--- config.mk ---
export PLATFORM = sky130hd
export DESIGN_NAME = dect_sched
export DESIGN_NICKNAME = d
export VERILOG_FILES = /design/src/rtl/dect_pkg.sv /design/src/rtl/rr_arbiter.sv /design/src/rtl/dect_sched.sv
export SDC_FILE = /design/constraint.sdc
export NUM_CORES = 1
export LEC_CHECK = 0
export ABC_AREA = 1
export CORE_MARGIN = 4
export CORE_UTILIZATION = 40
export DETAILED_ROUTE_END_ITERATION = 16
export GPL_ROUTABILITY_DRIVEN = 0
export PLACE_DENSITY = 0.69
export SLEW_MARGIN = 30
export SYNTH_ARGS = -nofsm -noshare
export SYNTH_HDL_FRONTEND = slang
export SYNTH_SLANG_ARGS = --single-unit
--- constraint.sdc ---
create_clock -name clk -period 4.6 [get_ports clk]
set_clock_uncertainty 0.2 [all_clocks]
set_input_delay 0.92 -clock clk [delete_from_list [all_inputs] [get_ports clk]]
set_output_delay 0.92 -clock clk [all_outputs]
set_load 0.01 [all_outputs]
--- src/rtl/dect_pkg.sv ---
// rtl/dect_pkg.sv - shared types, defaults and width helper for the detector scheduler
package dect_pkg;

   localparam int SYM_W_DEF = 3;
   localparam int RES_W_DEF = 2;

   typedef enum logic [2:0] {
      ST_IDLE   = 3'd0,
      ST_CLEAR  = 3'd1,
      ST_STREAM = 3'd2,
      ST_DRAIN  = 3'd3,
      ST_RESP   = 3'd4
   } state_t;

   // Bits needed to hold values 0..n-1, never less than one.
   function automatic int cw(input int n);
      return (n <= 1) ? 1 : $clog2(n);
   endfunction

endpackage

--- src/rtl/rr_arbiter.sv ---
// rtl/rr_arbiter.sv - combinational round-robin pick starting after the last grant
module rr_arbiter
   import dect_pkg::*;
#(
   parameter  int NREQ = 4,
   localparam int IDW  = cw(NREQ)
)(
   input  logic [NREQ-1:0] req,
   input  logic [IDW-1:0]  last_grant,
   output logic [NREQ-1:0] gnt,
   output logic [IDW-1:0]  idx
);

   int   j;
   logic found;

   always_comb begin
      gnt   = '0;
      idx   = '0;
      found = 1'b0;
      j     = 0;
      for (int k = 1; k <= NREQ; k++) begin
         j = int'(last_grant) + k;
         if (j >= NREQ) j = j - NREQ;
         if (!found && req[j]) begin
            found  = 1'b1;
            gnt[j] = 1'b1;
            idx    = IDW'(j);
         end
      end
   end

endmodule

--- src/rtl/dect_sched.sv ---
// rtl/dect_sched.sv - time-shares one sequence detector among NREQ symbol requesters
module dect_sched
   import dect_pkg::*;
#(
   parameter  int NREQ      = 4,
   parameter  int BURST_LEN = 8,
   parameter  int DET_LAT   = 1,
   parameter  int SYM_W     = SYM_W_DEF,
   parameter  int RES_W     = RES_W_DEF,
   localparam int IDW       = cw(NREQ),
   localparam int SCW       = cw(BURST_LEN + 1),
   localparam int LCW       = cw(DET_LAT + 1)
)(
   input  logic                  clk,
   input  logic                  rst,
   input  logic [NREQ-1:0]       req,
   input  logic [NREQ*SYM_W-1:0] sym_in,
   input  logic [NREQ-1:0]       sym_valid,
   output logic [NREQ-1:0]       sym_ack,
   output logic [NREQ-1:0]       gnt,
   output logic                  det_clr,
   output logic                  det_en,
   output logic [SYM_W-1:0]      det_inp,
   input  logic [RES_W-1:0]      det_outp,
   output logic                  rsp_valid,
   output logic [IDW-1:0]        rsp_id,
   output logic [RES_W-1:0]      rsp_code,
   input  logic                  rsp_ready
);

   state_t           state;
   logic [IDW-1:0]   last_grant;
   logic [IDW-1:0]   arb_idx;
   logic [NREQ-1:0]  arb_gnt;
   logic [SCW-1:0]   sym_cnt;
   logic [LCW-1:0]   lat_cnt;
   logic [SYM_W-1:0] sym_sel;
   logic             aborting;
   logic             take;

   rr_arbiter #(.NREQ(NREQ)) u_arb (
      .req        (req),
      .last_grant (last_grant),
      .gnt        (arb_gnt),
      .idx        (arb_idx)
   );

   always_comb begin
      sym_sel = '0;
      for (int i = 0; i < NREQ; i++)
         if (gnt[i]) sym_sel = sym_sel | sym_in[i*SYM_W +: SYM_W];
   end

   assign sym_ack  = (state == ST_STREAM) ? (gnt & sym_valid & req) : '0;
   assign aborting = (state == ST_STREAM) && ((gnt & req) == '0);
   assign take     = |sym_ack;
   assign det_clr  = (state == ST_CLEAR);
   assign det_en   = take;
   assign det_inp  = take ? sym_sel : '0;

   always_ff @(posedge clk or negedge rst) begin
      if (!rst) begin
         state      <= ST_IDLE;
         gnt        <= '0;
         last_grant <= IDW'(NREQ - 1);
         rsp_valid  <= 1'b0;
         rsp_id     <= '0;
         rsp_code   <= '0;
         sym_cnt    <= '0;
         lat_cnt    <= '0;
      end else begin
         unique case (state)
            ST_IDLE: if (|req) begin
               gnt        <= arb_gnt;
               rsp_id     <= arb_idx;
               last_grant <= arb_idx;
               sym_cnt    <= '0;
               state      <= ST_CLEAR;
            end
            ST_CLEAR: state <= ST_STREAM;
            // An abort leaves last_grant on the aborted requester so rotation continues past it.
            ST_STREAM: if (aborting) begin
               gnt   <= '0;
               state <= ST_IDLE;
            end else if (take) begin
               if (sym_cnt < SCW'(BURST_LEN)) sym_cnt <= sym_cnt + SCW'(1);
               if (sym_cnt == SCW'(BURST_LEN - 1)) begin
                  lat_cnt <= '0;
                  state   <= ST_DRAIN;
               end
            end
            ST_DRAIN: if (lat_cnt == LCW'(DET_LAT - 1)) begin
               rsp_code  <= det_outp;
               rsp_valid <= 1'b1;
               gnt       <= '0;
               state     <= ST_RESP;
            end else if (lat_cnt < LCW'(DET_LAT)) begin
               lat_cnt <= lat_cnt + LCW'(1);
            end
            ST_RESP: if (rsp_ready) begin
               rsp_valid <= 1'b0;
               state     <= ST_IDLE;
            end
            default: state <= ST_IDLE;
         endcase
      end
   end

endmodule

== After elaboration in Yosys (flattened, before gate mapping) ==
Cells that the tools add are included.

* Register bits: 19
* Output and inout bits: 18
* Logic and storage cells: 149

* Add/sub/neg operators: 10
* Magnitude comparators: 14
* Eq/ne operators: 15
* Muxes and demuxes: 66
* Bitwise logic cells: 10
* Reduce and logical (&&, ||, !) cells: 26

{| class="wikitable"
|+ Operator list
! cell !! number
|-
| $ge A32 B1 Y1 const B || 4
|-
| $ge A32 B4 Y1 const B || 4
|-
| $lt A32 B4 Y1 const B || 4
|-
| $mux W32 || 4
|-
| $sub A32 B4 Y32 const B || 4
|-
| $mux W4 || 12
|-
| $mux W3 || 11
|-
| $mux W1 || 22
|-
| $pmux W3 S5 || 1
|-
| $and A4 B4 Y4 || 3
|-
| $ne A2 B2 Y1 const B || 6
|-
| $or A4 B4 Y4 || 3
|-
| $pmux W4 S3 || 1
|-
| $reduce_and A5 Y1 || 2
|-
| $or A3 B3 Y3 || 3
|-
| $bmux W1 S2 || 4
|-
| $demux W1 S2 || 4
|-
| $logic_and A1 B1 Y1 || 8
|-
| $mux W2 || 4
|-
| $pmux W4 S2 || 1
|-
| $reduce_and A4 Y1 || 2
|-
| $reduce_or A4 Y1 || 2
|-
| $add A2 B2 Y3 const B || 2
|-
| $eq A3 B2 Y1 const B || 2
|-
| other kinds (21) || 28
|}

== Depth between registers and ports, before layout ==
Gate-level depths: netlist of run 1.

* Depth in word-level cells: 18
* Mapped depth: 12
* Mapped depth without buffers: 12

== Modules after synthesis ==
From an unflattened synthesis of run 1, not the netlist that was laid out.

* Cells, all modules: 231
* Area, all modules: 1685.4 µm²

{| class="wikitable"
|+ By module, submodules not included
! module !! times used !! cells each !! area an instance (µm²) !! sequential area each (µm²)
|-
| dect_sched || 1 || 147 || 1142.3 || 478.0
|-
| rr_arbiter || 1 || 84 || 543.0 || 0.0
|}

== Least setup slack after synthesis of run 1 ==
OpenSTA, ideal clock, no wires.

* Path type: input port to output port
* Start point: in sym_valid[2]
* End point: out det_inp[0]
* Data arrival time: 1.704 ns
* Path slack: 1.776 ns
* Stages on the path: 6
* Path buffers: 0
* Cells stage by stage: nand3_1 nor2_1 nor2_2 nand2_4 inv_1 a21oi_1

* Word-level cells in the longest chain between the ends: 5

{| class="wikitable"
|+ RTL lines
! item !! RTL line !! source
|-
| start, declared || dect_sched.sv:18 || <nowiki>input logic [NREQ-1:0] sym_valid,</nowiki>
|-
| $and A4 B4 Y4 (2 in a row) || dect_sched.sv:54 || <nowiki>assign sym_ack = (state == ST_STREAM) ? (gnt & sym_valid & req) : '0;</nowiki>
|-
| $mux W4 || dect_sched.sv:54 ||
|-
| named net sym_ack[2] || dect_sched.sv:19 || <nowiki>output logic [NREQ-1:0] sym_ack,</nowiki>
|-
| $reduce_or A4 Y1 || dect_sched.sv:56 || <nowiki>assign take = |sym_ack;</nowiki>
|-
| named net det_en || dect_sched.sv:22 || <nowiki>output logic det_en,</nowiki>
|-
| $mux W3 || dect_sched.sv:59 || <nowiki>assign det_inp = take ? sym_sel : '0;</nowiki>
|-
| end, declared || dect_sched.sv:23 || <nowiki>output logic [SYM_W-1:0] det_inp,</nowiki>
|}

The timed path passes the listed nets, and every way through them passes these cells.

== Final worst setup path of run 1 ==
* Start point: in req[1]
* End point: out det_inp[0]

* Word-level cells in the longest chain between the ends: 4

{| class="wikitable"
|+ RTL lines
! item !! RTL line !! source
|-
| start, declared || dect_sched.sv:16 || <nowiki>input logic [NREQ-1:0] req,</nowiki>
|-
| $and A4 B4 Y4 || dect_sched.sv:54 ||
|-
| $mux W4 || dect_sched.sv:54 ||
|-
| $reduce_or A4 Y1 || dect_sched.sv:56 ||
|-
| $mux W3 || dect_sched.sv:59 ||
|}

Every way passes these cells.

==> results of run 1 <==
-- flip-flops by register name (all words and copies together) (netlist names) --
register	count
gnt	4
last_grant	2
lat_cnt	1
rsp_code	2
rsp_id	2
rsp_valid	1
state	3
sym_cnt	4
-- metal layers --
layer / global-route usage, % / vias to the layer above / wire, um / part of all wire (%)
li1: - / 784 / - / -
met2: 24.9 / 43 / 1660 / 43
met5: 0 / - / 0 / 0
met3: 2.62 / 2 / 210 / 5.4
met4: 2.60 / 0 / 15 / 0.39
met1: 24.3 / 686 / 2000 / 52
-- per-stage QoR --
step           hold slack [ns]  std cells  setup WS (ns)  utilization (%)
2_1_floorplan            0.285        209           1.78                -
3_3_place_gp             0.277        297          0.780             56.8
3_5_place_dp             0.269        297          0.769             56.8
4_1_cts                  0.290        301          0.758             58.2
5_1_grt                  0.320        301          0.655             58.0
6_report                 0.279        301          0.772             58.0
-- logic make-up after synthesis --
group	Yosys count	synth area share, %
buffers and inverters	23	5.78
multiplexers	2	1.51
XOR/XNOR	1	0.587
flip-flops	19	32.0
AO/OA/AOI/OAI	31	13.1
adder cells (fa/ha/maj)	9	7.54
AND/OR/NAND/NOR	124	39.5
-- final cells by class --
| type | count | area [sq um] |
|---|---|---|
| fillers | 359 | 1460 |
| clock inverters | 1 | 5.00 |
| inverters | 23 | 86.3 |
| multi-input cells | 167 | 928 |
| well taps | 46 | 57.6 |
| clock buffers | 3 | 41.3 |
| repair buffers | 42 | 415 |
| flip-flops and latches | 19 | 478 |
-- worst min-delay path by stage --
stage / from / depth (start not counted) / slack (ns) / to
6_report: rsp_id[1] / 2 / 0.28 / rsp_id[1]
5_1_grt: rsp_id[0] / 2 / 0.32 / rsp_id[0]
3_3_place_gp: rsp_id[1] / 2 / 0.28 / rsp_id[1]
3_5_place_dp: rsp_id[1] / 2 / 0.27 / rsp_id[1]
2_1_floorplan: sym_cnt[1] / 2 / 0.28 / sym_cnt[1]
4_1_cts: rsp_id[1] / 2 / 0.29 / rsp_id[1]
-- critical path: cells and delay by family --
family	cells	cell delay [ns]
AO/OA/AOI/OAI	1	0.12
buffers and inverters	4	1.26
AND/OR/NAND/NOR	5	0.42
-- power groups by stage --
| stage | registers [W] | logic [W] | clock network (W) |
|---|---|---|---|
| after floorplan | 0.000283 | 0.000506 | 0 |
| after global placement | 0.000288 | 0.000716 | 0 |
| after global routing | 0.000294 | 0.000817 | 0.000128 |
| after detailed placement | 0.000288 | 0.000719 | 0 |
| final | 0.000285 | 0.000726 | 0.000116 |
| after CTS | 0.000285 | 0.000724 | 0.000118 |
-- placed cells by master (no fill, tap or decap), types with 4 or more instances in the layout --
master	n
ha_1	9
dfrtp_1	17
nand2_2	11
or2_2	4
nand4_1	7
inv_2	7
nand2_1	59
nand3_1	22
nor2_2	4
o21ai_1	5
clkdlybuf4s50_1	41
inv_1	16
nor2_1	11
a21oi_1	13
a21boi_0	4
==> results.ini, run 1 <==
[finish]
drive_above_1_share_pct=16.5
diodes=0
fin_nets=290
synthToLayoutAreaGrowth_pct=34.8
stdcell_area_sq_um=2010

[power]
p_int_w=0.000555
seqPwrFrac_pct=25.3
p_switching_w=0.000573
comb_power_share_pct=64.4
powerDensity_nw_per_um2=561
p_leak_nw=0.952
vdd_drop_max_uv=297
pwr-share-clk_pct=10.3
p_sw_share_pct=50.8
power_w=0.00113

[worst_setup_path]
reg2reg_from=last_grant[0]
crit_slowest_cell=clkdlybuf4s50_1
r2r_cells=10
cp-start-kind=primary input
rrSetupSlack_ns=2.26
arrival_ns=2.71
critical_path_class=primary input to output port
cp.required_ns=3.48
r2r-end=last_grant[1]
cp_max_fo=6
crit_end=det_inp[0]
startpoint=req[1]
cp-end-kind=output port
cpPeakStageDelay_ns=0.55
path_cells=clkdlybuf4s50_1 -> nand2_1 -> nor2_1 -> nand2_1 -> inv_1 -> nor2_2 -> nand2_4 -> inv_1 -> a21oi_1 -> clkdlybuf4s50_1

[drt]
firstDrtPassIters=4
wire_per_inst_um=12.9
drc=0
via_per_inst=5.03
drt_iter0_drc=122
num_vias=1515
drt-total-wl_um=3890
ant_nets=0

[global_route]
grt_pass1_wl_um=6580
grt_pass1_vias=1422
grt.total_usage_pct=16.2
grt_antenna_before_repair=0
grt_max_degree=20
overflow=0

[floorplan]
die_area_sq_um=4770
die_height_um=69.1
std_cell_rows=21
die_w_um=69.1
core_area_sq_um=3470
io_pins=43
initial_core_util_pct=43.0

[cts]
post_cts_buffers=0
cts-hold-fix-buffers=0
h-tree-depth=1
clock_sinks=19
numCtsBuffers=3
cts_resized=0
max-clock-path-buffers=2
root_buffer=clkbuf_8
cts_tree=yes
clk_pin_slew_ns=0.07
clk_latency_ns=0.26

[yosys]
avgSynthCellArea_sq_um=7.14
yosysTopAreaCellShare_pct=28.5
netlist_area_sq_um=1490
synth.yosys.seq_area_share_pct=32.0
synth_area_leader_cell=dfrtp_1
synth-main-ff-cell=dfrtp_1
synth_common_cells=nand2_1 (59), nand3_1 (22), dfrtp_1 (17)
synth_cell_type_count=28
synth_edf_count=0
async_flop_share_pct=100
yosysWarningCount=0
synth_nets=243
yosysMostFrequentCell=nand2_1
ys_ff_latch=19
postSynthCellCount=209
synth_area_leaders=dfrtp_1 (28%), nand2_1 (15%), ha_1 (7.5%), nand3_1 (7.4%), nand2_2 (4.6%)

[timing]
worst_pin_slew_ns=0.416
fin_crit_sh_pct=83.2
hold_viol_final=0
rsz0062_at_grt=false
fin_tns_setup_ns=0
period_needed_ns=3.83
setup_violations=0
fmax_mhz=261
slew_headroom_pct=72.3
maxSlewViolCount=0

[placement]
dpl_cell_area_sq_um=1970
port_buffers=42
dp_hpwl_um=3060

[run_status]
status=finished clean

[hold_path]
hold_path_class=register to register

[job]
maxCapViolCount=0

No activity file was read; power rests on OpenSTA's default activity.
==> run 2, diff against run 1 <==
PLACE_DENSITY = 0.72   (was 0.69)
clock period = 3.5 ns   (was 4.6 ns; I/O delays follow)
==> results.ini, run 2 (same netlist as run 1, synthesis figures left out) <==
[run_status]
status=finished clean

[floorplan]
initial_core_util_pct=43.0  ; unchanged
die_w_um=69.1  ; unchanged
io_pins=43  ; unchanged
core_area_sq_um=3470  ; unchanged
die_height_um=69.1  ; unchanged
die_area_sq_um=4770  ; unchanged
std_cell_rows=21  ; unchanged

[timing]
fin_tns_setup_ns=0  ; unchanged
slew_headroom_pct=44.8  ; -27 points
setup_violations=0  ; unchanged
worst_pin_slew_ns=0.825  ; +0.409 ns
rsz0062_at_grt=false
hold_viol_final=0  ; unchanged
fin_crit_sh_pct=96.0
maxSlewViolCount=0  ; unchanged
fin_ws_ns=0.139  ; -0.633 ns
period_needed_ns=3.36
fmax_mhz=298

[cts]
max-clock-path-buffers=2  ; unchanged
cts_tree=yes
clock_sinks=19  ; unchanged
h-tree-depth=1  ; unchanged
root_buffer=clkbuf_8
numCtsBuffers=3  ; unchanged
cts_resized=0  ; unchanged
post_cts_buffers=0  ; unchanged
clk_latency_ns=0.26  ; about the same
clk_pin_slew_ns=0.07  ; about the same
cts-hold-fix-buffers=0  ; unchanged

[worst_setup_path]
arrival_ns=2.46  ; -0.25 ns
cp_max_fo=6  ; unchanged
cp.required_ns=2.60  ; -0.88 ns
cp-end-kind=output port
critical_path_class=primary input to output port
cp-start-kind=primary input

[global_route]
grt_antenna_before_repair=0  ; unchanged
grt_pass1_vias=1447  ; +1.8%
overflow=0  ; unchanged
grt_pass1_wl_um=6610  ; +0.53%
grt.total_usage_pct=16.4  ; +0.14 points
grt_max_degree=20  ; unchanged

[power]
vdd_drop_max_uv=434  ; +46%
powerDensity_nw_per_um2=726  ; +30%
p_sw_share_pct=50.4  ; -0.39 points
pwr-share-clk_pct=10.4  ; about the same
p_int_w=0.000731  ; +32%
comb_power_share_pct=63.9  ; -0.5 points
seqPwrFrac_pct=25.6  ; +0.3 points
p_switching_w=0.000743  ; +30%
p_leak_nw=0.959  ; +0.72%

[drt]
wire_per_inst_um=12.9  ; -0.12%
firstDrtPassIters=4  ; unchanged
ant_nets=0  ; unchanged
drc=0  ; unchanged
drt_iter0_drc=87  ; -29%
num_vias=1558  ; +2.8%
drt-total-wl_um=3910  ; +0.54%
via_per_inst=5.14  ; +2.2%

[finish]
nFillCells=312  ; -13%
reg_top3=gnt (4), sym_cnt (4), state (3)
stdcell_area_sq_um=2030  ; +0.93%
drive_above_1_share_pct=16.3  ; -0.13 points
fin_nets=292  ; +0.69%
mostFrequentLayoutCell=nand2_1
diodes=0  ; unchanged
synthToLayoutAreaGrowth_pct=36.0
final_cell_mix=nand2_1 (59), clkdlybuf4s50_1 (42), nand3_1 (22), dfrtp_1 (17), inv_1 (16)

[placement]
port_buffers=42  ; unchanged
dpl_cell_area_sq_um=1990  ; +0.76%
dp_hpwl_um=2990  ; -2.3%
dp_slack_ns=0.145  ; -0.624 ns

[hold_path]
hold_path_class=register to register

[job]
maxCapViolCount=0  ; unchanged

## run 2: cell count changes in the layout (fill, tap and decap cells not counted), sizes merged
cell	change
buf	+1
clkbuf	+1
clkdlybuf4s50	+1
clkinv	-1
## run 2: power by group through the flow
| stage | sequential, W | clock [W] | combinational, W |
|---|---|---|---|
| after floorplan | 0.000372 | 0 | 0.000665 |
| after global placement | 0.000381 | 0 | 0.000936 |
| after detailed placement | 0.000380 | 0 | 0.000936 |
| after CTS | 0.000377 | 0.000154 | 0.000943 |
| after global routing | 0.000388 | 0.000165 | 0.00104 |
| final | 0.000378 | 0.000154 | 0.000943 |
## run 2: area by class of cell
cell class | instances | area [sq um] | area share [%]
sequential | 19 | 478 | 23.5
clock buffer | 4 | 45.0 | 2.22
inverter | 23 | 86.3 | 4.25
tap | 46 | 57.6 | 2.83
multi-input combinational | 167 | 928 | 45.7
timing repair buffer | 44 | 435 | 21.4
## run 2: metal layers
layer  global-route usage (%)  wire length (um)  vias to the layer above
li1                         -                 -                      785
met1                     22.4              1850                      707
met2                     25.3              1700                       59
met3                     3.49               285                        7
met4                     6.07                70                        0
met5                        0                 0                        -
## run 2: stage by stage
step / hold slack, ns / util [%] / total power, W / instances
2_1_floorplan: 0.204 / - / 0.00104 / 209
3_3_place_gp: 0.281 / 57.3 / 0.00132 / 299
3_5_place_dp: 0.271 / 57.3 / 0.00132 / 299
4_1_cts: 0.291 / 58.5 / 0.00147 / 303
5_1_grt: 0.308 / 58.5 / 0.00160 / 303
6_report: 0.282 / 58.5 / 0.00147 / 303
## run 2: worst max-delay path, stage by stage
cell and delay [ns]:
clkdlybuf4s50_1 0.54, nand2_1 0.10, nor2_1 0.09, nand2_1 0.06, inv_1 0.09, nor2_2 0.05
nand2_4 0.10, inv_1 0.07, a21oi_1 0.12, clkdlybuf4s50_1 0.55
## run 2: worst paths after layout
kind,from,end,slack (ns),depth (start not counted)
max,req[1],det_inp[0],0.14,10
min reg2reg,rsp_id[0],rsp_id[0],0.28,2
max in group asynchronous,rst,sym_cnt[2],1.88,1
min in group asynchronous,rst,sym_cnt[0],0.72,1
min,rsp_id[0],rsp_id[0],0.28,2
max reg2reg,last_grant[0],rsp_id[0],1.19,9
